## config.mk

```make
export PLATFORM = sky130hd
export DESIGN_NAME = shift_sequencer
export DESIGN_NICKNAME = d
export VERILOG_FILES = /design/src/rtl/shift_seq_pkg.sv /design/src/rtl/shift_sequencer_stage.sv /design/src/rtl/shift_sequencer.sv
export SDC_FILE = /design/constraint.sdc
export NUM_CORES = 1
export LEC_CHECK = 0
export CORE_MARGIN = 4
export CORE_UTILIZATION = 50
export DETAILED_ROUTE_END_ITERATION = 10
export GPL_TIMING_DRIVEN = 0
export PLACE_DENSITY = 0.78
export SKIP_LAST_GASP = 1
export SYNTH_ARGS = -nofsm -noshare
export SYNTH_HDL_FRONTEND = slang
export SYNTH_SLANG_ARGS = --single-unit
```

## constraint.sdc

```tcl
create_clock -name clk -period 1.9 [get_ports clk]
set_input_delay 0.285 -clock clk [delete_from_list [all_inputs] [get_ports clk]]
set_output_delay 0.285 -clock clk [all_outputs]
set_load 0.01 [all_outputs]
```

## src/rtl/shift_seq_pkg.sv

```systemverilog
// Shared types and defaults for the multi-cycle shift sequencer.
// Optional sticky tracking is enabled with SHIFT_SEQ_STICKY_EN.
package shift_seq_pkg;

    localparam int unsigned SEQ_WIDTH = 8;
    localparam int unsigned SEQ_AMT_W = 4;

    typedef enum logic [1:0] {
        IDLE  = 2'd0,
        SHIFT = 2'd1,
        DONE  = 2'd2
    } state_e;

    typedef enum logic [1:0] {
        MODE_LSL = 2'd0,
        MODE_LSR = 2'd1,
        MODE_ASR = 2'd2
    } mode_e;

    // la wins over lr; lr only selects direction for logical shifts
    function automatic mode_e mode_from(input logic la, input logic lr);
        mode_e m;
        if (la) begin
            m = MODE_ASR;
        end else if (lr) begin
            m = MODE_LSR;
        end else begin
            m = MODE_LSL;
        end
        return m;
    endfunction

endpackage

```

## src/rtl/shift_sequencer_stage.sv

```systemverilog
// One-bit shift stage: combinational single-position shift with carry-out.
module shift_sequencer_stage
    import shift_seq_pkg::*;
#(
    parameter int unsigned WIDTH = SEQ_WIDTH
) (
    input  logic [WIDTH-1:0] a_i,
    input  logic             la_i,
    input  logic             lr_i,
    output logic [WIDTH-1:0] res_c_o,
    output logic             cout_c_o
);

    always_comb begin
        res_c_o  = a_i;
        cout_c_o = 1'b0;
        if (la_i) begin
            res_c_o  = {a_i[WIDTH-1], a_i[WIDTH-1:1]};
            cout_c_o = a_i[0];
        end else if (lr_i) begin
            res_c_o  = {1'b0, a_i[WIDTH-1:1]};
            cout_c_o = a_i[0];
        end else begin
            res_c_o  = {a_i[WIDTH-2:0], 1'b0};
            cout_c_o = a_i[WIDTH-1];
        end
    end

endmodule

```

## src/rtl/shift_sequencer.sv

```systemverilog
// Multi-cycle shift controller: steps an accumulator through the one-bit stage.
// Define SHIFT_SEQ_STICKY_EN to track the OR of all shifted-out bits on sticky.
module shift_sequencer
    import shift_seq_pkg::*;
#(
    parameter int unsigned WIDTH = SEQ_WIDTH,
    parameter int unsigned AMT_W = SEQ_AMT_W
) (
    input  logic             clk,
    input  logic             rst,
    input  logic             start,
    input  logic [WIDTH-1:0] a,
    input  logic [AMT_W-1:0] amt,
    input  logic             la,
    input  logic             lr,
    output logic             busy,
    output logic             done,
    output logic [WIDTH-1:0] y,
    output logic             c,
    output logic             zero,
    output logic             n,
    output logic             sticky
);

    state_e             state_q, state_d;
    mode_e              mode_q, mode_d;
    logic [WIDTH-1:0]   acc_q, acc_d;
    logic               cacc_q, cacc_d;
    logic [AMT_W-1:0]   rem_q, rem_d;
    logic               busy_q, busy_d;
    logic               done_q, done_d;
    logic [WIDTH-1:0]   y_q, y_d;
    logic               c_q, c_d;
    logic               zero_q, zero_d;
    logic               n_q, n_d;

    logic               load_c;
    logic               step_c;
    logic               fin_c;
    logic [AMT_W-1:0]   amt_clamp_c;
    logic [WIDTH-1:0]   stage_res_c;
    logic               stage_cout_c;

    assign amt_clamp_c = (amt > AMT_W'(WIDTH)) ? AMT_W'(WIDTH) : amt;

    shift_sequencer_stage #(
        .WIDTH (WIDTH)
    ) u_stage (
        .a_i      (acc_q),
        .la_i     (mode_q == MODE_ASR),
        .lr_i     (mode_q == MODE_LSR),
        .res_c_o  (stage_res_c),
        .cout_c_o (stage_cout_c)
    );

    // State register
    always_ff @(posedge clk) begin
        if (rst) begin
            state_q <= IDLE;
        end else begin
            state_q <= state_d;
        end
    end

    // Next state; a zero-distance request waits one cycle in DONE so done still lands one cycle after acceptance
    always_comb begin
        state_d = state_q;
        case (state_q)
            IDLE: begin
                if (start) begin
                    state_d = (amt_clamp_c == '0) ? DONE : SHIFT;
                end
            end
            SHIFT: begin
                if (rem_q == AMT_W'(1)) begin
                    state_d = DONE;
                end
            end
            DONE: begin
                if (done_q) begin
                    state_d = IDLE;
                end
            end
            default: state_d = IDLE;
        endcase
    end

    // Control strobes; fin_c marks the edge that publishes the result
    always_comb begin
        load_c = 1'b0;
        step_c = 1'b0;
        fin_c  = 1'b0;
        case (state_q)
            IDLE: begin
                load_c = start;
            end
            SHIFT: begin
                step_c = 1'b1;
                fin_c  = (rem_q == AMT_W'(1));
            end
            DONE: begin
                fin_c = !done_q;
            end
            default: begin
                load_c = 1'b0;
            end
        endcase
    end

    // Datapath next values
    always_comb begin
        mode_d = mode_q;
        acc_d  = acc_q;
        cacc_d = cacc_q;
        rem_d  = rem_q;
        if (load_c) begin
            mode_d = mode_from(la, lr);
            acc_d  = a;
            cacc_d = 1'b0;
            rem_d  = amt_clamp_c;
        end else if (step_c) begin
            acc_d  = stage_res_c;
            cacc_d = stage_cout_c;
            rem_d  = rem_q - AMT_W'(1);
        end
    end

    // Result registers only move on the publishing edge
    always_comb begin
        busy_d = (state_d != IDLE);
        done_d = fin_c;
        y_d    = y_q;
        c_d    = c_q;
        zero_d = zero_q;
        n_d    = n_q;
        if (fin_c) begin
            y_d    = acc_d;
            c_d    = cacc_d;
            zero_d = (acc_d == '0);
            n_d    = acc_d[WIDTH-1];
        end
    end

    always_ff @(posedge clk) begin
        if (rst) begin
            mode_q <= MODE_LSL;
            acc_q  <= '0;
            cacc_q <= 1'b0;
            rem_q  <= '0;
            busy_q <= 1'b0;
            done_q <= 1'b0;
            y_q    <= '0;
            c_q    <= 1'b0;
            zero_q <= 1'b0;
            n_q    <= 1'b0;
        end else begin
            mode_q <= mode_d;
            acc_q  <= acc_d;
            cacc_q <= cacc_d;
            rem_q  <= rem_d;
            busy_q <= busy_d;
            done_q <= done_d;
            y_q    <= y_d;
            c_q    <= c_d;
            zero_q <= zero_d;
            n_q    <= n_d;
        end
    end

`ifdef SHIFT_SEQ_STICKY_EN
    logic sacc_q, sacc_d;
    logic sticky_q, sticky_d;

    always_comb begin
        sacc_d   = sacc_q;
        sticky_d = sticky_q;
        if (load_c) begin
            sacc_d = 1'b0;
        end else if (step_c) begin
            sacc_d = sacc_q | stage_cout_c;
        end
        if (fin_c) begin
            sticky_d = sacc_d;
        end
    end

    always_ff @(posedge clk) begin
        if (rst) begin
            sacc_q   <= 1'b0;
            sticky_q <= 1'b0;
        end else begin
            sacc_q   <= sacc_d;
            sticky_q <= sticky_d;
        end
    end

    assign sticky = sticky_q;
`else
    assign sticky = 1'b0;
`endif

    assign busy = busy_q;
    assign done = done_q;
    assign y    = y_q;
    assign c    = c_q;
    assign zero = zero_q;
    assign n    = n_q;

endmodule

```

# == After elaboration in Yosys (flattened, before gate mapping) ==
# Cells that the tools add are included.
# word_totals
reg_bits,30
output_inout_bits,14
# op_classes
order_cmp,1
n_eq_ne,5
add_sub_neg,1
reduce_logical,6
muxes,21
# op_table
cell,n
$mux 8,4
$mux 4,3
$mux 2,5
$logic_not 8->1,1
$mux 1,7
$pmux 2 s3,1
$eq 2x1->1 const B,2
$eq 2x2->1 const B,2
$eq 4x1->1 const B,1
$gt 4x4->1 const B,1
$logic_not 4->1,1
$reduce_bool 2->1,2
$sub 4x1->4 const B,1
$logic_not 2->1,1
$pmux 1 s2,1
$logic_not 1->1,1

# == Logic depth before layout (Yosys ltp) ==
# Gate-level depths: netlist (run 1).
# depth
depth_word,7
depth_mapped,8
depth_no_buf,7

# == By module ==
# A second synthesis (run 1) with hierarchy kept.
# unflattened
hier_cells,162
hier_area_um2,1571.5
# modules_own_cells
module,cells_each,area_each_um2,instances
shift_sequencer,150,1458.9,1
shift_sequencer_stage,12,112.6,1

# == Least setup slack after synthesis (run 1) ==
# Ideal clock, no wire load.
# synth_timing
path_type,register to register
start,register state_q[0]
end,register zero_q (netlist: zero)
t_required_ns,1.784
setup_slack_ns,0.241
stages_incl_launch_ff,9
path_buffers,1
period_less_slack_ns,1.659
arrival_ns,1.544
cell_sequence,dfxtp_1 inv_1 ha_1 and2_1 buf_4 o21ai_0 nor4_1 o2111a_1 a31o_1
# synth_via
elab_chain_len,5
# synth_rtl
element,line_no,source
"start, declared",shift_sequencer.sv:25,"state_e state_q, state_d;"
"start signal, assigned",shift_sequencer.sv:61,state_q <= state_d;
$eq 2x1->1,shift_sequencer.sv:93,case (state_q)
$mux 1,shift_sequencer.sv:93,
$mux 8,shift_sequencer.sv:121,end else if (step_c) begin
$mux 8,shift_sequencer.sv:116,if (load_c) begin
$logic_not 8->1,shift_sequencer.sv:139,zero_d = (acc_d == '0);
"end signal, assigned",shift_sequencer.sv:165,zero_q <= zero_d;
"end, declared",shift_sequencer.sv:34,"logic zero_q, zero_d;"
# Parallel ways exist; a longest one is shown, timed or not.
# A chain may end at the register's enable or synchronous reset.

# == Worst setup path in the final report (run 1) ==
# layout_timing
start,register state_q[1]
end,register zero_q (netlist: zero)
# Same word-level chain as after synthesis.

==> reports/results.txt, run 1 <==
Status - complete, no violations
Cell Rows - 19
Max_slew headroom - 0.6527
Clock Sinks - 29
Initial antenna violation count - 0
Largest net degree at the start of global routing - 11
Setup bufs post-CTS - 0
Drt first pass iters - 4
Total CTS buffers - 5
Final worst slack - 0.1085 ns
Final Non-Filler Cells - 240
Final Cell Area - 1971 um^2
Area grow syn2layout - 30.38%
Max Cap Viol - 0
Crit path from - state_q[1]
I/O pins - 31
Die area - 3966 um^2
Largest cells by area after synthesis - dfxtp_1 38%, mux2i_1 6.6%, nor2_1 6.5%
Chip width - 62.98 um
Top FF cell, synth - dfxtp_1
Placed wire-length estimate - 2733 um
Critical path class - reg -> reg
Final Hold Viols - 0
Yosys Warn Count - 0
Hold-fix buffer count after cts - 0
Critical path startpoint category - flop
Critical path endpoint category - flop
Pwr Total - 0.001583 W
Clk root buf - clkbuf_4
Core Region - 2829 um^2
Slowest cell on the critical path - dfxtp_1
Cells after Synth - 175
VDD IR max - 0.4960 mV
Critical Path, Cell by Cell - inv_2, ha_4, and2_4, o21ai_0, nor4_1, o2111a_1, a31o_1
GRT overflow - 0
Die Ht - 62.98 um
DR DRC count - 0
Post-Syn Area per Cell - 8.637 um^2
H-tree lvl count - 2
Worst Skew - 0.007328 ns
Min Clock Period, post-route - 1.792 ns
Clk Latency, worst-skew pair - 0.34 ns
Most frequent cells in the layout - 28 x dfxtp_1, 28 x clkdlybuf4s50_1, 26 x nor2_1
Worst-Margin Slew - 0.5209 ns
Buffers and inverters on the worst path - 1
IO Port Bufs - 28
N_diodes - 0
Crit-path leading delay family - simple AND/OR/NAND/NOR gates
DP Worst Slack - -0.3176 ns
Vias/cell - 5.738
Clock Path Buffers - 2
Max Clock Freq - 558.2 MHz
Cell variety after synth - 38
GP Congestion - 0.8763
Post-synth top area share - 0.3841
Critical R2R Launch - state_q[1]
Register bit total from synthesis - 29
Mapped Area - 1511 um^2
P per Cell Area - 803.2 nW/um^2
Initial Utilization - 0.5343
Sequential fraction of the synthesis area - 0.3841
First-pass GRT wire length - 6382 um
Max-slew violation count - 0
Worst path max stage delay - 0.36 ns
Hold path startpoint - rst
CTS tree - yes
Req. time, crit path - 2.19 ns
Syn nets - 198
Asr flop ratio synth - 0
Starting DRT DRC Count - 67
CP Max Fanout - 13
Clk slew on worst S/H paths - 0.09 ns
Total GRT Usage - 0.2070
Final Net Count - 232
Wire length per cell - 15.90 um
Number of global-route vias before repair - 1385
Share of cells above drive strength 1 - 0.1435
ANT nets after route - 0
Setup_tns - 0 ns
Final-report setup violation count - 0
Period utilization - 0.9429
Crit path arrival time - 2.08 ns
Placed cell area - 1831 um^2
Hold Path Class - in -> reg
Leading area contributor after synthesis - dfxtp_1
Total leakage power - 0.7432 nW
Post-synth EDFFs - 0
Post-Place Cells - 234
Drt total wl - 3815 um
Total number of vias - 1377
-- timing repair --
item	in CTS	in global routing
setup endpoints to repair	5	14
pin swaps	0	1
hold endpoints to repair	0	0
resized for setup	4	15
-- routing by layer --
layer  wire, um  GRT usage  part of all wire  vias up
met5          0          0                 0        -
met4        108     0.1019             0.028        0
met3        215    0.08094             0.056       12
met2       1889     0.3109              0.50       46
met1       1601     0.2558              0.42      638
li1           -          -                 -      681
-- state kept, by name, indices dropped and copies added, names as in the netlist --
signal   count
zero         1
cacc_q       1
y            8
c            1
acc_q        8
rem_q        4
mode_q       2
busy         1
state_q      2
done         1
-- worst reg2reg max path, stage by stage (launching register included) --
cell and delay, ns:
dfxtp_1 0.36, inv_2 0.10, ha_4 0.16, and2_4 0.24, o21ai_0 0.15, nor4_1 0.36
o2111a_1 0.23, a31o_1 0.12
-- Yosys cell counts (3+ instances only) --
cell type  number
buf_4           4
xnor2_1         3
inv_1           6
ha_1            6
dfxtp_1        29
nor2b_1         5
nor2_1         26
nor3_1          3
nand3_1         4
a21oi_1        10
nor3b_1         4
mux2i_1        10
buf_2           3
clkbuf_1        3
a211oi_1       11
nor4_1          4
a21boi_0        3
nand2_1        14
-- power breakdown --
group          leakage [nW]  total [W]  internal [W]  switching [W]
sequential            0.237   0.000699      0.000653      0.0000455
clock                0.0410   0.000483      0.000268       0.000215
combinational         0.465   0.000401      0.000196       0.000205
total                 0.743    0.00158       0.00112       0.000466
-- cell families after synthesis --
family          Yosys count  share of synthesized area
fa+ha+maj                 6                    0.04967
xor+xnor                  4                    0.03560
other cells               1                   0.002481
flops                    29                     0.3841
mux                      10                    0.06623
buf+inv                  16                    0.05215
compound gates           40                     0.1846
simple gates             69                     0.2252
-- cell type report --
type	count	area (um^2)
Timing Repair Buffer	28	280.3
Clock inverter	2	35.03
Tap cell	31	38.79
Fill cell	237	858.3
Multi-Input combinational cell	130	918.4
Inverter	6	22.52
Buffer	9	56.30
Clock buffer	5	37.54
Sequential cell	29	581.8
-- through the flow --
stage | hold WS (ns) | utilization
3_3_place_gp | 0.4448 | 0.6471
2_1_floorplan | 0.4210 | -
5_1_grt | 0.3879 | 0.6966
3_5_place_dp | 0.4638 | 0.6471
4_1_cts | 0.3378 | 0.6776
6_report | 0.3428 | 0.6966
-- final timing paths --
path,to,slack (ns),depth (start not counted)
max reg2reg,zero,0.11,7
max,zero,0.11,7
min reg2reg,y[0],0.48,2
min,acc_q[5],0.34,2
(Power assumes the default switching activity.)
==> run 2: changes to the inputs <==
--- a/config.mk
+++ b/config.mk
@@ -10,6 +10,7 @@
 export DETAILED_ROUTE_END_ITERATION = 10
 export GPL_TIMING_DRIVEN = 0
 export PLACE_DENSITY = 0.78
+export SETUP_SLACK_MARGIN = 0.1
 export SKIP_LAST_GASP = 1
 export SYNTH_ARGS = -nofsm -noshare
 export SYNTH_HDL_FRONTEND = slang
==> reports/results.txt, run 2 (synthesized netlist as in run 1, its figures left out) <==
Status - complete, no violations
Hold path cells - 2
Max-slew violation count - 0
Wire length per cell - 16.30 um
Critical path class - in -> reg
Number of global-route vias before repair - 1381
RSZ-0062 raised after global routing - no
Core Region - 2829 um^2
GRT overflow - 0
Crit path arrival time - 1.93 ns
Min-Delay Endpoint - acc_q[5]
CTS tree - yes
Critical path startpoint category - primary input
Clk slew on worst S/H paths - 0.09 ns
Clk Latency, worst-skew pair - 0.34 ns
R2R setup slack - 0.20 ns
Met3 usage - 0.07734
Chip width - 62.98 um
Clk root buf - clkbuf_4
Placed wire-length estimate - 2733 um
Area grow syn2layout - 35.68%
Largest net degree at the start of global routing - 11
Final-report setup violation count - 0
P per Cell Area - 796.1 nW/um^2
Vias/cell - 5.736
N_diodes - 0
Critical path endpoint category - flop
Max Clock Freq - 585.8 MHz
Total number of vias - 1411
I/O pins - 31
Clock Path Buffers - 2
Starting DRT DRC Count - 63
Total GRT Usage - 0.2089
Initial Utilization - 0.5343
Critical R2R Launch - state_q[0]
Drt total wl - 4010 um
Final worst slack - 0.1929 ns
Share of cells above drive strength 1 - 0.1860
GP Congestion - 0.8763
CP Max Fanout - 2
Clock Sinks - 29
Total CTS buffers - 5
Initial antenna violation count - 0
Most frequent cells in the layout - 28 x clkdlybuf4s50_1, 27 x dfxtp_1, 26 x nor2_1
H-tree lvl count - 2
Critical R2R Capture - busy
VDD IR max - 0.5175 mV
Hold-fix buffer count after cts - 0
Final Hold Viols - 0
DR DRC count - 0
Hold path startpoint - rst
Final Net Count - 238
Req. time, crit path - 2.12 ns
Final core utilization - 0.7249
Grt peak-use layer - met2
GRT met2 Usage - 0.3202
Max Cap Viol - 0
Grt met1 use - 0.2580
Die area - 3966 um^2
Period utilization - 0.8985
Die Ht - 62.98 um
Worst Skew - 0.01078 ns
DP Worst Slack - -0.3176 ns
Worst R2R Path Depth - 6
IO Port Bufs - 28
Drt first pass iters - 4
ANT nets after route - 0
Total leakage power - 0.7773 nW
Max_slew headroom - 0.6397
Cell Rows - 19
Min Clock Period, post-route - 1.707 ns
Hold Path Class - in -> reg
Most common cell after layout, fill and taps aside - clkdlybuf4s50_1
Worst-Margin Slew - 0.5405 ns
First-pass GRT wire length - 6437 um
run 2: per-layer routing:
metal	share of wire	vias to the layer above
met4	0.030	0
met2	0.48	44
met3	0.055	15
li1	-	693
met5	0	-
met1	0.43	659
run 2: worst max-delay path by stage:
stage                     startpoint        to  slack, ns  cells after the start
after CTS                 state_q[0]      zero       0.05                      8
after floorplan           state_q[0]      zero       0.24                      8
final                         amt[0]      busy       0.19                      6
after global routing      state_q[1]  rem_q[3]        0.1                      6
after detailed placement      amt[0]      busy      -0.32                      6
after global placement        amt[0]      busy      -0.25                      6
run 2: layout make-up:
cell class,count,area [um^2]
flip-flops and latches,29,583.1
plain buffers,10,67.56
inverters,6,22.52
clock inverters,2,35.03
clock buffers,5,37.54
well taps,31,38.79
fillers,227,778.2
multi-input cells,130,948.4
repair buffers,33,317.8
run 2: what timing repair did:
item                                    in CTS  in global routing
buffers inserted                             0                  5
resized for setup                           12                 16
pin swaps                                    1                  4
endpoints found under the setup margin      16                 17
run 2: worst max-delay path, stage by stage:
cell and delay [ns]:
clkdlybuf4s50_1 0.46, nor4_4 0.33, a21boi_1 0.13, o31ai_1 0.27, a211oi_1 0.13, or2_2 0.31
run 2: stage by stage:
| step | instances | cell area, um^2 | TNS, ns | total power [W] | hold WS, ns |
|---|---|---|---|---|---|
| floorplan | 175 | 1511 | 0 | 0.0009535 | 0.4210 |
| global placement | 234 | 1831 | -0.5557 | 0.001062 | 0.4448 |
| detailed placement | 234 | 1831 | -0.7200 | 0.001072 | 0.4638 |
| CTS | 241 | 1949 | 0 | 0.001579 | 0.3378 |
| global route | 246 | 2051 | 0 | 0.001712 | 0.3867 |
| finish | 246 | 2051 | 0 | 0.001633 | 0.3497 |
run 2: power breakdown:
part | leakage [nW] | total (W) | internal [W] | switching, W
registers | 0.238 | 0.000700 | 0.000653 | 0.0000464
clock network | 0.0410 | 0.000483 | 0.000268 | 0.000216
logic | 0.498 | 0.000450 | 0.000225 | 0.000225
total | 0.777 | 0.00163 | 0.00115 | 0.000487
==> RTL edit: new RTL, flow settings as in run 1 <==
The option `SHIFT_SEQ_STICKY_EN` is turned on by a define.
--- a/src/rtl/shift_sequencer.sv
+++ b/src/rtl/shift_sequencer.sv
@@ -2,2 +2,4 @@
 // Define SHIFT_SEQ_STICKY_EN to track the OR of all shifted-out bits on sticky.
+`define SHIFT_SEQ_STICKY_EN
+
 module shift_sequencer
Formal check against the unedited RTL: not equivalent (a bounded check fails within 4 cycles, from zero or initial values and one cycle with rst high).
==> RTL edit against run 1 <==
Global-route usage grew 0.11 points. Setup slack worse by 57 ps. Synthesized area up 3.8%. Critical path depth up 1. Wire length grew 8.2%. Largest power group unchanged. Sequential cell count grew 2. Final area rose by 4.0%. Die area up 3.3%. Sequential power increased by 6.0%. Total power fell by 5.2%. Clock power down 27%.
==> RTL edit: results (changes against run 1) <==
- Status: completed
- Combinational power: 409 µW (+2%)
- CP peak stage delay: 380 ps (+20 ps)
- Clk_skew: 9.24 ps (+1.91 ps)
- DR iter-0 viols: 58 (-13%)
- Power Dens Cells: 732 nW/µm² (-8.9%)
- Post-synthesis sequential area ratio: 0.396 (+0.0114)
- Post-CTS sizing: 11 (+7)
- Commonest cells in the netlist: 31 x dfxtp_1, 25 x nor2_1, 16 x nand2_1
- Hold endpoint: mode_q[1]
- Synth Instances: 183 (+4.6%)
- First-pass GRT wire length: 6.72 mm (+5.3%)
- Total number of vias: 1469 (+6.7%)
- Share of layout cells above drive strength 1: 0.161 (+0.0170)
- CP max stage cell: dfxtp_2
- Min-delay src: la
- Routability cong.: 0.886 (+1.1%)
- Arr. time, crit path: 2080 ps (about the same)
- Clk Latency, worst-skew pair: 340 ps (about the same)
- Leakage: 0.000785 µW (+5.6%)
- Syn Nets: 206 (+4.0%)
- Hold Path Stages: 3 (+1)
- Maximum VDD drop: 0.474 mV (-4.4%)
- H-tree lvl count: 2 (unchanged)
- Clock group power: 351 µW (-27%)
- Post-place instance area: 1920 µm² (+5.1%)
- Worst reg2reg setup slack: 50 ps (-60 ps)
- Pre-CTS setup slack: -272 ps (+46.0 ps)
- DPL Wire Length: 2.95 mm (+8.0%)
- Slew margin rel.: 0.634 (-0.0188)
- Worst-path maximum fanout: 9 (-4)
- R2R cell count: 8 (+1)
- Post-Route WL: 4.13 mm (+8.2%)
- Gr usage total: 0.208 (+0.00113)
- Fin Hold WS: 496 ps (+153 ps)
- Post-Layout Cell Count: 262 (+9.2%)
- ANT cells: 0 (unchanged)
- Fill cell count: 272 (+15%)
- P_int: 1020 µW (-9.0%)
- Drt pass-1 iters: 5 (+1)
- Largest cells by area after synthesis: dfxtp_1 40%, nor2_1 6.0%, ha_1 4.8%
- # port buffers: 30 (+7.1%)
- Final nets: 242 (+4.3%)
- Synth cell types: 44 (+16%)
-- RTL edit: changes by cell type after synthesis, moves of 3 or more --
cell / before / now
a211oi_1: 11 / 7
mux2i_1: 10 / 6
and3_1: 0 / 3
buf_4: 4 / 1
clkbuf_1: 3 / 6
mux2_2: 0 / 3
nor3b_1: 4 / 1
-- RTL edit: worst max-delay path, delay by kind of cell (launching register included) --
family | cells | cell delay [ps]
flops | 1 | 380
buf+inv | 2 | 250
compound gates | 2 | 470
fa+ha+maj | 1 | 170
simple gates | 3 | 470
-- RTL edit: area by class of cell --
type / count / area, µm² / share of cell area
tap: 44 / 55.1 / 0.0269
inverter: 8 / 32.5 / 0.0159
buffer: 9 / 53.8 / 0.0263
sequential: 31 / 623 / 0.304
multi-input combinational: 134 / 943 / 0.460
clock buffer: 6 / 41.3 / 0.0201
timing repair buffer: 30 / 300 / 0.147
-- RTL edit: kinds of logic (layout without fill, tap and decap cells) --
family / after synthesis / count (layout) / share of synthesized area
AOI/OAI and AO/OA: 43 / 43 / 0.191
xor gates and xnor gates: 4 / 4 / 0.0343
adders and majority gates: 6 / 6 / 0.0478
buffers and inverters: 18 / 53 / 0.0470
DFF: 31 / 31 / 0.396
muxes: 9 / 9 / 0.0598
and+or+nand+nor: 72 / 72 / 0.224
-- RTL edit: how the worst max path moves through the flow --
stage | start | endpoint | slack (ps)
floorplan | state_q[1] | zero | 140
global placement | start | zero | -260
detailed placement | start | zero | -270
CTS | state_q[0] | zero | -30
global route | state_q[1] | zero | -40
finish | state_q[1] | zero | 50
-- RTL edit: layer usage --
metal  global-route usage  vias to the layer above  routed length, µm
li1                     -                      718                  -
met1                0.252                      696               1810
met2                0.342                       47               2030
met3               0.0527                        8                202
met4               0.0997                        0                 78
met5                    0                        -                  0
